### src/rtl/appr_pkg.sv
// Shared types, widths and helper functions for the appr_mac_prep operand preparation stage.
//   cfg_t        : stored runtime configuration (effective widths, approximation level)
//   beat_t       : one prepared operand beat handed to the multiplier
//   prep_state_e : control state of the preparation stage
package appr_pkg;

  localparam int unsigned MAC_IN_WIDTH  = 9;
  localparam int unsigned N_BIT_APPR    = 8;
  localparam int unsigned N_BIT_RES     = 14;
  localparam int unsigned MAC_OUT_WIDTH = 2 * MAC_IN_WIDTH;
  localparam int unsigned EFF_W         = 4;
  localparam int unsigned EFF_OUT_W     = 5;

  typedef struct packed {
    logic [EFF_W-1:0]      eff_a;
    logic [EFF_W-1:0]      eff_b;
    logic [N_BIT_APPR-1:0] level;
  } cfg_t;

  typedef struct packed {
    logic [MAC_IN_WIDTH-1:0] a;
    logic [MAC_IN_WIDTH-1:0] b;
    logic [N_BIT_RES-1:0]    res_mask;
    logic [N_BIT_APPR-1:0]   appr_mask;
  } beat_t;

  typedef enum logic [1:0] {
    UNCFG = 2'd0,
    RUN   = 2'd1,
    DRAIN = 2'd2
  } prep_state_e;

  // Width outside 1..MAC_IN_WIDTH cannot be represented by the multiplier
  function automatic logic eff_illegal(input logic [EFF_W-1:0] eff);
    return (eff == '0) || (eff > EFF_W'(MAC_IN_WIDTH));
  endfunction

  function automatic logic [EFF_W-1:0] clamp_eff(input logic [EFF_W-1:0] eff);
    return eff_illegal(eff) ? EFF_W'(MAC_IN_WIDTH) : eff;
  endfunction

  // Replicate bit eff-1 into all higher positions; s tracks the last in-range bit
  function automatic logic [MAC_IN_WIDTH-1:0] sign_ext(input logic [MAC_IN_WIDTH-1:0] x,
                                                       input logic [EFF_W-1:0]        eff);
    logic [MAC_IN_WIDTH-1:0] r;
    logic                    s;
    r = '0;
    s = 1'b0;
    for (int unsigned i = 0; i < MAC_IN_WIDTH; i++) begin
      if (i < 32'(eff)) begin
        r[i] = x[i];
        s    = x[i];
      end else begin
        r[i] = s;
      end
    end
    return r;
  endfunction

  // Bit k set iff k < eff_out-4, written as k+4 < eff_out to avoid underflow
  function automatic logic [N_BIT_RES-1:0] res_mask_of(input logic [EFF_OUT_W-1:0] eff_out);
    logic [N_BIT_RES-1:0] m;
    m = '0;
    for (int unsigned k = 0; k < N_BIT_RES; k++) begin
      m[k] = ((k + 32'd4) < 32'(eff_out));
    end
    return m;
  endfunction

endpackage

### src/rtl/appr_skid_fifo.sv
// Two-entry valid/ready FIFO of beat_t; output data comes straight from storage registers.
//   clk, rst_n : clock, async active-low reset
//   i_push     : write i_data (ignored when full unless popping the same cycle)
//   i_pop      : consumer accepted the head beat
//   o_valid    : head beat present
//   o_data     : head beat
//   o_count    : occupancy 0..2
module appr_skid_fifo
  import appr_pkg::*;
(
  input  logic       clk,
  input  logic       rst_n,
  input  logic       i_push,
  input  beat_t      i_data,
  input  logic       i_pop,
  output logic       o_valid,
  output beat_t      o_data,
  output logic [1:0] o_count
);

  beat_t      r_mem [2];
  logic       r_wr_ptr;
  logic       r_rd_ptr;
  logic [1:0] r_count;
  logic       w_push;
  logic       w_pop;

  assign w_pop  = i_pop && (r_count != 2'd0);
  // When full, the slot being written is the one being read out this cycle
  assign w_push = i_push && ((r_count != 2'd2) || w_pop);

  // Storage and pointers
  always_ff @(posedge clk or negedge rst_n) begin
    if (!rst_n) begin
      r_mem[0] <= '0;
      r_mem[1] <= '0;
      r_wr_ptr <= 1'b0;
      r_rd_ptr <= 1'b0;
      r_count  <= 2'd0;
    end else begin
      if (w_push) begin
        r_mem[r_wr_ptr] <= i_data;
        r_wr_ptr        <= ~r_wr_ptr;
      end
      if (w_pop) begin
        r_rd_ptr <= ~r_rd_ptr;
      end
      case ({w_push, w_pop})
        2'b10:   r_count <= r_count + 2'd1;
        2'b01:   r_count <= r_count - 2'd1;
        default: r_count <= r_count;
      endcase
    end
  end

  assign o_valid = (r_count != 2'd0);
  assign o_data  = r_mem[r_rd_ptr];
  assign o_count = r_count;

endmodule

### src/rtl/appr_mac_prep.sv
// Operand/mask preparation stage ahead of the approximate multiplier.
// Latches a runtime config, sign-extends operands from their effective widths and
// attaches res/appr masks to each beat, buffered in a 2-entry FIFO.
//   cfg_*    : configuration handshake and sticky clamp error
//   in_*     : raw operand stream
//   out_*    : prepared beat stream to the multiplier
//   beat_cnt : delivered beats, wraps at 2^32
module appr_mac_prep
  import appr_pkg::*;
(
  input  logic                    clk,
  input  logic                    rst_n,
  input  logic                    cfg_valid,
  output logic                    cfg_ready,
  input  logic [EFF_W-1:0]        cfg_eff_a,
  input  logic [EFF_W-1:0]        cfg_eff_b,
  input  logic [N_BIT_APPR-1:0]   cfg_level,
  output logic                    cfg_err,
  input  logic                    in_valid,
  output logic                    in_ready,
  input  logic [MAC_IN_WIDTH-1:0] in_a,
  input  logic [MAC_IN_WIDTH-1:0] in_b,
  output logic                    out_valid,
  input  logic                    out_ready,
  output logic [MAC_IN_WIDTH-1:0] out_a,
  output logic [MAC_IN_WIDTH-1:0] out_b,
  output logic [N_BIT_RES-1:0]    out_res_mask,
  output logic [N_BIT_APPR-1:0]   out_appr_mask,
  output logic [31:0]             beat_cnt
);

  prep_state_e          r_state;
  prep_state_e          w_state_next;
  cfg_t                 r_cfg;
  logic                 r_cfg_err;
  logic [31:0]          r_beat_cnt;
  logic                 w_cfg_load;
  logic                 w_push;
  logic                 w_pop;
  logic [1:0]           w_occ;
  logic [EFF_OUT_W-1:0] w_eff_out;
  beat_t                w_beat_in;
  beat_t                w_beat_out;

  // Control state register
  always_ff @(posedge clk or negedge rst_n) begin
    if (!rst_n) r_state <= UNCFG;
    else        r_state <= w_state_next;
  end

  // Next state and handshake readiness
  always_comb begin
    w_state_next = r_state;
    cfg_ready    = 1'b0;
    in_ready     = 1'b0;
    w_cfg_load   = 1'b0;
    case (r_state)
      UNCFG: begin
        cfg_ready = 1'b1;
        if (cfg_valid) begin
          w_cfg_load   = 1'b1;
          w_state_next = RUN;
        end
      end
      RUN: begin
        in_ready  = (w_occ < 2'd2);
        cfg_ready = (w_occ == 2'd0);
        if (cfg_valid) begin
          if (w_occ == 2'd0) w_cfg_load   = 1'b1;
          else               w_state_next = DRAIN;
        end
      end
      DRAIN: begin
        // Leave once the buffer will be empty next cycle so cfg_ready rises then
        if ((w_occ == 2'd0) || ((w_occ == 2'd1) && w_pop)) w_state_next = RUN;
      end
      default: w_state_next = UNCFG;
    endcase
  end

  // Stored configuration and sticky clamp error
  always_ff @(posedge clk or negedge rst_n) begin
    if (!rst_n) begin
      r_cfg.eff_a <= EFF_W'(MAC_IN_WIDTH);
      r_cfg.eff_b <= EFF_W'(MAC_IN_WIDTH);
      r_cfg.level <= '0;
      r_cfg_err   <= 1'b0;
    end else if (w_cfg_load) begin
      r_cfg.eff_a <= clamp_eff(cfg_eff_a);
      r_cfg.eff_b <= clamp_eff(cfg_eff_b);
      r_cfg.level <= cfg_level;
      r_cfg_err   <= r_cfg_err | eff_illegal(cfg_eff_a) | eff_illegal(cfg_eff_b);
    end
  end

  // Beat preparation from the currently stored config
  assign w_eff_out           = EFF_OUT_W'(r_cfg.eff_a) + EFF_OUT_W'(r_cfg.eff_b);
  assign w_beat_in.a         = sign_ext(in_a, r_cfg.eff_a);
  assign w_beat_in.b         = sign_ext(in_b, r_cfg.eff_b);
  assign w_beat_in.res_mask  = res_mask_of(w_eff_out);
  assign w_beat_in.appr_mask = ~r_cfg.level;

  assign w_push = in_valid && in_ready;
  assign w_pop  = out_valid && out_ready;

  appr_skid_fifo u_fifo (
    .clk     (clk),
    .rst_n   (rst_n),
    .i_push  (w_push),
    .i_data  (w_beat_in),
    .i_pop   (w_pop),
    .o_valid (out_valid),
    .o_data  (w_beat_out),
    .o_count (w_occ)
  );

  // Delivered beat counter, survives reconfiguration
  always_ff @(posedge clk or negedge rst_n) begin
    if (!rst_n)     r_beat_cnt <= 32'd0;
    else if (w_pop) r_beat_cnt <= r_beat_cnt + 32'd1;
  end

  assign out_a         = w_beat_out.a;
  assign out_b         = w_beat_out.b;
  assign out_res_mask  = w_beat_out.res_mask;
  assign out_appr_mask = w_beat_out.appr_mask;
  assign cfg_err       = r_cfg_err;
  assign beat_cnt      = r_beat_cnt;

endmodule
### config.mk
export PLATFORM = sky130hd
export DESIGN_NAME = appr_mac_prep
export DESIGN_NICKNAME = d
export VERILOG_FILES = /design/src/rtl/appr_pkg.sv /design/src/rtl/appr_skid_fifo.sv /design/src/rtl/appr_mac_prep.sv
export SDC_FILE = /design/constraint.sdc
export NUM_CORES = 1
export LEC_CHECK = 0
export ABC_AREA = 1
export BUFFER_PORTS_ARGS = -buffer_cell sky130_fd_sc_hd__buf_2
export CAP_MARGIN = 25
export CORE_MARGIN = 10
export CORE_UTILIZATION = 35
export DETAILED_ROUTE_END_ITERATION = 7
export PLACE_DENSITY = 0.54
export SYNTH_ARGS = -nofsm -noshare
export SYNTH_HDL_FRONTEND = slang
export SYNTH_SLANG_ARGS = --single-unit
### constraint.sdc
create_clock -name clk -period 2.7 [get_ports clk]
set_input_delay 0.675 -clock clk [delete_from_list [all_inputs] [get_ports clk]]
set_output_delay 0.675 -clock clk [all_outputs]
set_load 0.1 [all_outputs]
# Word-level counts from Yosys, hierarchy flattened
# Cells that the tools add are included.
dict set report op_classes {
  addsub 4
  multipliers 0
  n_div 0
  magnitude_cmp 38
  eq_ne 10
  n_shift 0
  n_mux 38
  bitwise 7
  reduce_logical 17
}
# op count
set ops {}
lappend ops {{2-to-1 mux 40 bit} 4}
lappend ops {{bitwise mux 80 bit} 1}
lappend ops {{demux 40 bit (select 1 bit)} 1}
lappend ops {{< comparator 4 x 5 -> 1 bit (first input constant)} 8}
lappend ops {{adder 32 x 1 -> 32 bit (second input constant)} 1}
lappend ops {{< comparator 3 x 4 -> 1 bit (first input constant)} 8}
lappend ops {{2-to-1 mux 1 bit} 22}
lappend ops {{< comparator 3 x 5 -> 1 bit (first input constant)} 4}
lappend ops {{< comparator 1 x 4 -> 1 bit (first input constant)} 4}
lappend ops {{< comparator 2 x 4 -> 1 bit (first input constant)} 4}
lappend ops {{< comparator 5 bit (first input constant)} 2}
lappend ops {{!= test 2 bit (second input constant)} 5}
lappend ops {{greater-than comparator 4 bit (second input constant)} 2}
lappend ops {{logical NOT 4 bit} 2}
lappend ops {{< comparator 4 bit (first input constant)} 2}
lappend ops {{2-to-1 mux 2 bit} 4}
lappend ops {{2-to-1 mux 4 bit} 2}
lappend ops {{inverter 8 bit} 1}
lappend ops {{== test 2 x 1 -> 1 bit (second input constant)} 3}
lappend ops {{logical AND 1 bit} 6}
lappend ops {{case mux 2 bit (3 select lines)} 1}
lappend ops {{adder 4 x 4 -> 5 bit} 1}
lappend ops {{== test 2 bit (second input constant)} 2}
lappend ops {{>= comparator 2 bit (second input constant)} 2}
lappend ops {{13 further kinds} 22}
dict set report word_totals {
  ff_bits 135
  latch_bits 0
  ram_bits 0
  mem_bits_ro 0
  in_bits 39
  out_inout_bits 76
  wordCells 131
  mem_count 0
}

# Longest topological paths before layout
# Gate-level depths: netlist of run 1.
dict set report logic_depth {
  depth_word 11
  ltp_mapped 13
  depth_no_buf 13
}

# Hierarchy
# From an unflattened synthesis of run 1, not the netlist that was laid out.
dict set report unflattened {
  cells_unflattened 896
  area_unflattened_um2 7144.4
}
# mod instances cells_per_inst area_per_inst_um2 seq_area_each_um2
set by_module_without_submodules {}
lappend by_module_without_submodules {appr_skid_fifo 1 512 4017.6 2102.0}
lappend by_module_without_submodules {appr_mac_prep 1 384 3126.7 1281.2}

# Least setup slack after synthesis of run 1
# No wires, ideal clock.
dict set report synth_timing {
  kind {register -> output}
  startpoint {register u_fifo.r_rd_ptr}
  endpoint {output out_appr_mask[1]}
  arrival_time_ps 2822
  required_ps 2025
  path_slack_ps -797
  stages_incl_launch_ff 4
  n_path_buf 1
  path_cell_list {dfrtp_1 > clkinv_1 > clkbuf_1 > o21ai_0}
}
dict set report synth_between {
  elab_chain_cells 4
}
# element line_no
set synth_lines {}
lappend synth_lines {{start: declaration} appr_skid_fifo.sv:23} ;# logic r_rd_ptr;
lappend synth_lines {{start signal: assignment} appr_skid_fifo.sv:46} ;# r_rd_ptr <= ~r_rd_ptr;
lappend synth_lines {{inverter 1 -> 2 bit (implied by the code)} appr_skid_fifo.sv:57} ;# assign o_data = r_mem[r_rd_ptr];
lappend synth_lines {{2-to-1 mux 40 bit (implied by the code) (3 in a row)} appr_skid_fifo.sv:57}
lappend synth_lines {{end: declaration} appr_mac_prep.sv:28} ;# output logic [N_BIT_APPR-1:0] out_appr_mask,
# Every way passes these cells. The select of a mux whose other input is x is not followed.

# Final worst setup path of run 1
dict set report layout_timing {
  startpoint {register u_fifo.r_rd_ptr}
  endpoint {output out_b[1]}
}
dict set report layout_between {
  elab_chain_cells 4
}
# element line_no
set layout_lines {}
lappend layout_lines {{inverter 1 -> 2 bit (implied by the code)} appr_skid_fifo.sv:57}
lappend layout_lines {{2-to-1 mux 40 bit (implied by the code) (3 in a row)} appr_skid_fifo.sv:57}
lappend layout_lines {{end: declaration} appr_mac_prep.sv:26} ;# output logic [MAC_IN_WIDTH-1:0] out_b,
# Every way passes these cells. The select of a mux whose other input is x is not followed.

==> metrics.txt, run 1 <==
synth unique cells 37; Setup CP Type flip-flop to output port; Final HPWL DP 13,280 µm; Compound-Gate Fraction of Synth Area 10.84%; Hold Crit Class input pin to async pin; Post-Syn Area 6626 µm²; critical path capture point type output port; post-synthesis mux area share 0%; main combinational cell family by area after synthesis simple AND/OR/NAND/NOR gates; drc violations 0; first-pass GRT wire length 28,830 µm; # setup viols final 0; post-synthesis simple-gate area fraction 24.30%; chip width 157.6 µm; register area share after synthesis 51.06%; DR vias 5,521; minimum clock period 2.552 ns; drt initial violations 214; Final Non-Filler Cells 1,163; Pre-antenna DRT Iters 6; core area 18,640 µm²; Detailed Route WL 17,820 µm; GP Congestion 0.8690; Synth Area in XOR/XNOR 4.626%; largest net degree at the start of global routing 53; Die Area 24,840 µm²; number of synthesized register bits 135; Adder-Cell Fraction of Synth Area 2.002%; clock sinks 135; clock root buffer clkbuf_16; fin crit share 94.51%; met3 Use GR 4.939%; starting density of the core 35.54%; RSZ-0062 raised after global routing false; Slew @ Worst Pin 0.5917 ns; post-route antenna net violation count 0; WL per Instance 15.33 µm; GRT busiest layer met2; Slew headroom 60.51%; CTS max path bufs 2; H-tree depth 4; MaxCap Viol Count 0; critical path arrival 1.88 ns; Die Y 157.6 µm; Critical Path RT 2.03 ns; Syn Nets 841; most used cell, CP buf_12; WHS 0.2022 ns; GR Overflow Total 0; share of cells above drive strength 1 22.46%; met1 usage 17.61%; Max Freq 0.3919 GHz; Mean Syn Cell Area 8.367 µm²; Final Slew Violations 0; GRT Overall Usage 14.88%; Post-CTS Setup Inserts 0; IO Port Bufs 114; clock buffer count from CTS 17; M2 GR Usage 25.12%; initial antenna violation count 5; final setup TNS 0 ns; Via-to-Cell Ratio 4.747; area grow syn2layout 30.00%; CP startpoint kind flip-flop; Hold-fix buffers, CTS 0; IO Count 115; NumNets Final 962; worst skew pair latency 0.42 ns; Yosys Warn Count 0; CTS tree built; CTS resizes 0; final hold violation count 0; Inst Count DP 1,128; cells along the critical path clkinv_1, buf_12, o21ai_1, buf_12; Max stage delay on crit path 0.49 ns; clock-pin slew on the worst setup and hold paths 0.06 ns; CP max FO 32; Post-Synthesis Cells 792; status completed; Setup Skew 0.008650 ns; Worst path slowest cell dfrtp_1; # rows 50; vias in the first global route 5,592
==> sequential cells by signal, indices dropped and copies added, names as in the netlist <==
register and flops:
r_cfg 16, u_fifo.o_count 2, u_fifo.r_mem 80, u_fifo.r_wr_ptr 1, u_fifo.r_rd_ptr 1, r_state 2, cfg_err 1, beat_cnt 32
==> Yosys cell counts, drive strengths merged <==
| cell | count | area share [%] |
|---|---|---|
| nand2 | 245 | 14 |
| dfrtp | 131 | 49 |
| o21ai | 117 | 8.8 |
| inv | 97 | 5.5 |
| nand3 | 41 | 3.7 |
| nor2 | 28 | 2.2 |
| xor2 | 24 | 3.2 |
| clkbuf | 22 | 1.2 |
| nor3 | 15 | 1.5 |
| xnor2 | 11 | 1.5 |
| ha | 9 | 1.7 |
| or2 | 8 | 0.76 |
| nand4 | 7 | 1.1 |
| a21oi | 6 | 0.45 |
| a22oi | 5 | 0.57 |
| a2bb2oi | 5 | 0.66 |
| buf | 5 | 0.38 |
| nor4 | 5 | 0.79 |
| dfstp | 4 | 1.6 |
| and2 | 2 | 0.19 |
| a31oi | 1 | 0.094 |
| clkinv | 1 | 0.057 |
| fa | 1 | 0.30 |
| o21bai | 1 | 0.11 |
| o31ai | 1 | 0.11 |
==> metal layers <==
metal,vias to the layer above,part of all wire [%],routed length [µm]
met5,-,0.12,21
met4,4,1.1,196
met3,22,5.9,1047
met2,101,49,8713
met1,2625,44,7845
li1,2769,-,-
==> metrics by stage <==
stage	instance area, µm²	utilization [%]	worst slack, ns
6_report	8615	46.21	0.1481
5_1_grt	8610	46.18	0.06952
4_1_cts	8607	46.17	0.09891
3_5_place_dp	7978	42.79	0.4500
3_3_place_gp	7978	42.79	0.4688
2_1_floorplan	6658	-	-0.6527
==> worst max-delay path, delay by kind of cell (launching register included) <==
family / cells / cell delay [ns]
AO/OA/AOI/OAI: 1 / 0.29
buffers and inverters: 3 / 0.67
flip-flops: 1 / 0.49
==> final cells by class <==
| cell class | count | area (µm²) |
|---|---|---|
| diodes | 3 | 7.507 |
| clock buffers | 20 | 466.7 |
| clock inverters | 12 | 162.7 |
| fillers | 1822 | 10030 |
| inverters | 98 | 367.9 |
| multi-input cells | 532 | 2799 |
| flip-flops and latches | 135 | 3386 |
| well taps | 234 | 292.8 |
| repair buffers | 129 | 1132 |
==> layout by cell type (no fill, tap or decap), types with 6 or more instances in the layout <==
cell type / n
buf_12: 30
buf_2: 86
buf_4: 12
clkbuf_16: 17
dfrtp_1: 129
ha_1: 9
inv_1: 94
nand2_1: 243
nand3_1: 36
nor2_1: 20
nor3_1: 11
o21ai_0: 106
o21ai_2: 6
or2_2: 8
xnor2_1: 11
xor2_1: 24
==> cell families after synthesis <==
| family | Yosys count |
|---|---|
| AO/OA/AOI/OAI | 136 |
| AND/OR/NAND/NOR | 351 |
| adder cells (fa/ha/maj) | 10 |
| buffers and inverters | 125 |
| flip-flops | 135 |
| XOR/XNOR | 35 |
==> worst paths after layout <==
kind / from / endpoint / slack [ns] / depth (start not counted)
setup / recovery: u_fifo.r_rd_ptr / out_b[1] / 0.15 / 4
hold / removal: rst_n / u_fifo.r_mem[4] / 0.20 / 1
setup reg to reg: r_cfg[8] / u_fifo.r_mem[17] / 0.46 / 9
hold reg to reg: r_cfg[4] / u_fifo.r_mem[44] / 0.46 / 1
max in group asynchronous: rst_n / r_cfg[11] / 1.75 / 2
min in group clk: r_cfg[4] / u_fifo.r_mem[44] / 0.46 / 1
Power of run 1 is not shown: default switching activity piles up to over one toggle a cycle in this logic, so the estimate is an artifact.
==> inputs of run 2 (changes only) <==
--- a/constraint.sdc
+++ b/constraint.sdc
@@ -3,2 +3,2 @@
 set_output_delay 0.675 -clock clk [all_outputs]
-set_load 0.1 [all_outputs]
+set_load 0.01 [all_outputs]
==> run 2 against run 1 <==
Highest routed layer unchanged. Routed wire length decreased by 0.85%. Final cell count decreased by 0.17%. Clock skew decreased by 0.00051 ns.
==> metrics.txt, run 2 (same netlist as run 1, synthesis figures left out) <==
status completed; Pre-antenna DRT Iters 5 (-1); chip width 157.6 µm (unchanged); CTS max path bufs 2 (unchanged); clock buffer count from CTS 17 (unchanged); GP Congestion 0.8250 (-5.1%); clock-pin slew on the worst setup and hold paths 0.06 ns (about the same); VDD IR max 0.5620 mV; clock root buffer clkbuf_16; critical path capture point type output port; final core occ 43.83% (-2.4 points); initial antenna violation count 6 (+1); GRT Overall Usage 14.93% (+0.052 points); RSZ-0062 raised after global routing false; MaxCap Viol Count 0 (unchanged); Hold-fix buffers, CTS 0 (unchanged); starting density of the core 35.54% (unchanged); final hold violation count 0 (unchanged); drc violations 0 (unchanged); max FFs per register 80 (unchanged); NumNets Final 960 (-0.21%); IO Count 115 (unchanged); P_leak 4.207 nW; critical path arrival 1.63 ns (-0.25 ns); # setup viols final 0 (unchanged); vias in the first global route 5,621 (+0.52%); CP max FO 47 (+47%); core area 18,640 µm² (unchanged); Setup Skew 0.008135 ns (-0.0005147 ns); first-pass GRT wire length 29,020 µm (+0.67%); H-tree depth 4 (unchanged); fill cell count 1,928 (+5.8%); worst skew pair latency 0.42 ns (about the same); CP startpoint kind flip-flop; minimum clock period 2.306 ns (-0.2454 ns); CTS resizes 0 (unchanged); Critical Path RT 2.03 ns (about the same); fin crit share 85.42% (-9.1 points); most frequent cells in the layout 243 x nand2_1, 131 x dfrtp_1, 117 x o21ai_0; Slew @ Worst Pin 0.5412 ns (-0.05049 ns); Max Freq 0.4336 GHz (+11%); area grow syn2layout 23.32%; WL per Instance 15.22 µm (-0.68%); Setup CP Type flip-flop to output port; Die Area 24,840 µm² (unchanged); post-route antenna net violation count 0 (unchanged); share of cells above drive strength 1 21.21% (-1.3 points); Via-to-Cell Ratio 4.673 (-1.6%); drt initial violations 229 (+7.0%); Power Density 1195 nW/µm²; Post-CTS Setup Inserts 0 (unchanged); GR Overflow Total 0 (unchanged); Final HPWL DP 13,090 µm (-1.4%); DR vias 5,425 (-1.7%); largest net degree at the start of global routing 56 (+5.7%); Biggest register u_fifo.r_mem; # rows 50 (unchanged); Hold Crit Class input pin to async pin; clock sinks 135 (unchanged); CTS tree built; Die Y 157.6 µm (unchanged); Slew headroom 63.92% (+3.4 points); commonest non-fill, non-tap cell in the layout nand2_1; Detailed Route WL 17,670 µm (-0.85%); IO Port Bufs 114 (unchanged); final setup TNS 0 ns (unchanged); WHS 0.2061 ns (+0.003847 ns); Final Slew Violations 0 (unchanged)
==> run 2: changes by cell type in the layout (fill, tap and decap cells not counted), moves of 2 or more <==
cell / before / now
buf_12: 30 / 2
o21ai_2: 6 / 0
dfrtp_2: 2 / 0
buf_2: 86 / 113
dfrtp_1: 129 / 131
o21ai_1: 5 / 0
o21ai_0: 106 / 117
inv_6: 5 / 0
==> run 2: final cells by class <==
cell class,instances,area [µm²],area share [%]
diodes,3,7.507,0.09187
clock buffers,21,480.5,5.880
clock inverters,11,170.2,2.082
inverters,98,367.9,4.502
multi-input cells,532,2770,33.90
flip-flops and latches,135,3383,41.40
well taps,234,292.8,3.583
repair buffers,127,699.4,8.559
==> run 2: power breakdown <==
group | internal, W | switching [W] | leakage, nW
Sequential | 0.00281 | 0.000462 | 1.65
Clock | 0.00164 | 0.000880 | 0.311
Combinational | 0.00140 | 0.00256 | 2.25
==> run 2: per-stage QoR <==
step | cell area, µm² | total power, W | instances | setup WS [ns]
2_1_floorplan | 6626 | 0.005866 | 792 | 0.6549
3_3_place_gp | 7513 | 0.007322 | 1126 | 0.5281
3_5_place_dp | 7513 | 0.007365 | 1126 | 0.4740
4_1_cts | 8164 | 0.009955 | 1158 | 0.3488
5_1_grt | 8167 | 0.01068 | 1159 | 0.2182
6_report | 8172 | 0.009764 | 1161 | 0.3936
==> run 2: routing by layer <==
layer | part of all wire [%] | vias to the layer above | GRT usage, %
met1 | 44 | 2532 | 18.11
met2 | 48 | 101 | 24.53
met3 | 6.8 | 16 | 5.753
met5 | 0.19 | - | 0
met4 | 0.97 | 6 | 3.517
li1 | - | 2770 | -
==> run 2: final timing paths <==
check,slack (ns),startpoint,to,depth (start not counted)
max,0.39,u_fifo.r_rd_ptr,out_b[0],3
min reg2reg,0.46,r_cfg[5],u_fifo.r_mem[45],1
max in group asynchronous,1.76,rst_n,r_cfg[8],2
max reg2reg,0.47,r_cfg[8],u_fifo.r_mem[60],11
min,0.21,rst_n,u_fifo.r_mem[1],1
min in group clk,0.46,r_cfg[5],u_fifo.r_mem[45],1
==> run 2: critical path, stage by stage (launching register included) <==
cell	delay, ns
dfrtp_1	0.35
buf_4	0.41
o21ai_0	0.23
buf_2	0.19
Power figures use the tool's default switching activity.
==> inputs of run 3 (changes only) <==
Settings changed: RECOVER_POWER from default to 25.
==> run 3 against run 2 <==
Largest power group unchanged. Sequential power about the same. Non-clock buffer count unchanged. Clock skew about the same. Highest routed layer unchanged.
==> metrics.txt, run 3 (same netlist as run 1, synthesis figures left out) <==
# rows 50 (unchanged); drc violations 0 (unchanged); Hold-fix buffers, CTS 0 (unchanged); H-tree depth 4 (unchanged); Pre-antenna DRT Iters 4 (-1); Detailed Route WL 17,640 µm (-0.16%); max FFs per register 80 (unchanged); M2 GR Usage 24.53% (unchanged); core area 18,640 µm² (unchanged); Slew @ Worst Pin 1.412 ns (+0.8710 ns); NumNets Final 960 (unchanged); Die Area 24,840 µm² (unchanged); Final Slew Violations 0 (unchanged); area grow syn2layout 22.94%; chip width 157.6 µm (unchanged); minimum clock period 2.315 ns (+0.008406 ns); largest net degree at the start of global routing 56 (unchanged); met3 Use GR 5.753% (unchanged); worst skew pair latency 0.42 ns (about the same); reg2reg start r_cfg[8]; met1 usage 18.11% (unchanged); Pwr Total 0.009765 W (about the same); P_leak 4.196 nW (-0.26%); vias in the first global route 5,621 (unchanged); Hold Crit Class flip-flop to flip-flop; Slew headroom 5.850% (-58 points); most frequent cells in the layout 243 x nand2_1, 131 x dfrtp_1, 117 x o21ai_0; fin crit share 85.74% (+0.31 points); Biggest register u_fifo.r_mem; CTS tree built; # setup viols final 0 (unchanged); final hold violation count 0 (unchanged); post-route antenna net violation count 0 (unchanged); IO Count 115 (unchanged); drt initial violations 242 (+5.7%); Setup Skew 0.007734 ns (-0.0004008 ns); Hold EP u_fifo.r_mem[45]; RSZ-0062 raised after global routing false; initial antenna violation count 6 (unchanged); CP startpoint kind flip-flop; GRT Overall Usage 14.93% (unchanged); GRT busiest layer met2; MaxCap Viol Count 0 (unchanged); clock-pin slew on the worst setup and hold paths 0.06 ns (about the same); commonest non-fill, non-tap cell in the layout nand2_1; Power Density 1199 nW/µm² (+0.32%); IO Port Bufs 114 (unchanged); setup slack, reg-to-reg 0.46 ns (about the same); Die Y 157.6 µm (unchanged); VDD IR max 0.5621 mV (about the same); starting density of the core 35.54% (unchanged); final setup TNS 0 ns (unchanged); first-pass GRT wire length 29,020 µm (unchanged); Hold Crit Start r_cfg[5]; critical path arrival 1.64 ns (about the same); Critical Path RT 2.03 ns (about the same); clock root buffer clkbuf_16; DR vias 5,439 (+0.26%); reg2reg end u_fifo.r_mem[51]; clock buffer count from CTS 17 (unchanged); CP Launch Point u_fifo.r_rd_ptr; Final Non-Filler Cells 1,161 (unchanged); Post-CTS Setup Inserts 0 (unchanged); status completed; WHS Path Cells 1; clock sinks 135 (unchanged); Max Freq 0.4320 GHz (-0.36%); CP max FO 47 (unchanged); GR Overflow Total 0 (unchanged); CTS resizes 0 (unchanged); Setup CP Type flip-flop to output port; share of cells above drive strength 1 21.10% (-0.11 points); critical path capture point type output port; Final HPWL DP 13,090 µm (unchanged); WL per Instance 15.20 µm (-0.16%); GP Congestion 0.8250 (unchanged); Via-to-Cell Ratio 4.685 (+0.26%); Inst Count DP 1,126 (unchanged); R2R depth 9 (-2); CTS max path bufs 2 (unchanged)
[run 3: cell types whose count changed in the layout (fill, tap and decap cells not counted)]
cell	change
buf_12	-1
buf_6	-1
clkbuf_2	+2
buf_4	-1
clkbuf_1	+1
[run 3: layout make-up]
cell class	count	area, µm²
clock inverters	11	170.2
clock buffers	21	480.5
flip-flops and latches	135	3383
repair buffers	127	674.4
multi-input cells	532	2770
inverters	98	367.9
diodes	3	7.507
well taps	234	292.8
fillers	1933	10500
[run 3: routing by layer]
layer / wire length, µm / part of all wire, %
met1: 7783 / 44
met2: 8469 / 48
met4: 173 / 0.98
met5: 34 / 0.19
met3: 1183 / 6.7
[run 3: per-stage QoR]
stage               hold WS (ns)  area, µm²  utilization, %  worst slack [ns]
detailed placement        0.4532       7513           40.30            0.4740
global placement          0.4483       7513           40.30            0.5281
floorplan                 0.3794       6626               -            0.6549
finish                    0.4573       8147           43.70            0.3851
global route              0.4658       8142           43.67            0.2182
CTS                       0.2236       8164           43.79            0.3488
[run 3: power by group]
| part | internal, W | switching [W] | total [W] |
|---|---|---|---|
| Sequential | 0.00281 | 0.000462 | 0.00327 |
| Combinational | 0.00140 | 0.00257 | 0.00397 |
| Clock | 0.00164 | 0.000882 | 0.00252 |
| Total | 0.00585 | 0.00391 | 0.00977 |
[run 3: worst max path at each step]
stage | end | slack (ns) | cells past startpoint
finish | out_a[4] | 0.39 | 4
global route | u_fifo.r_mem[60] | 0.22 | 11
CTS | out_b[0] | 0.35 | 3
detailed placement | u_fifo.r_mem[60] | 0.47 | 11
global placement | beat_cnt[29] | 0.53 | 11
floorplan | u_fifo.r_mem[60] | 0.65 | 12
[run 3: worst max-delay path, stage by stage (launching register included)]
cell	delay (ns)
dfrtp_1	0.35
buf_4	0.41
nand2_1	0.10
nand2_1	0.17
buf_2	0.16
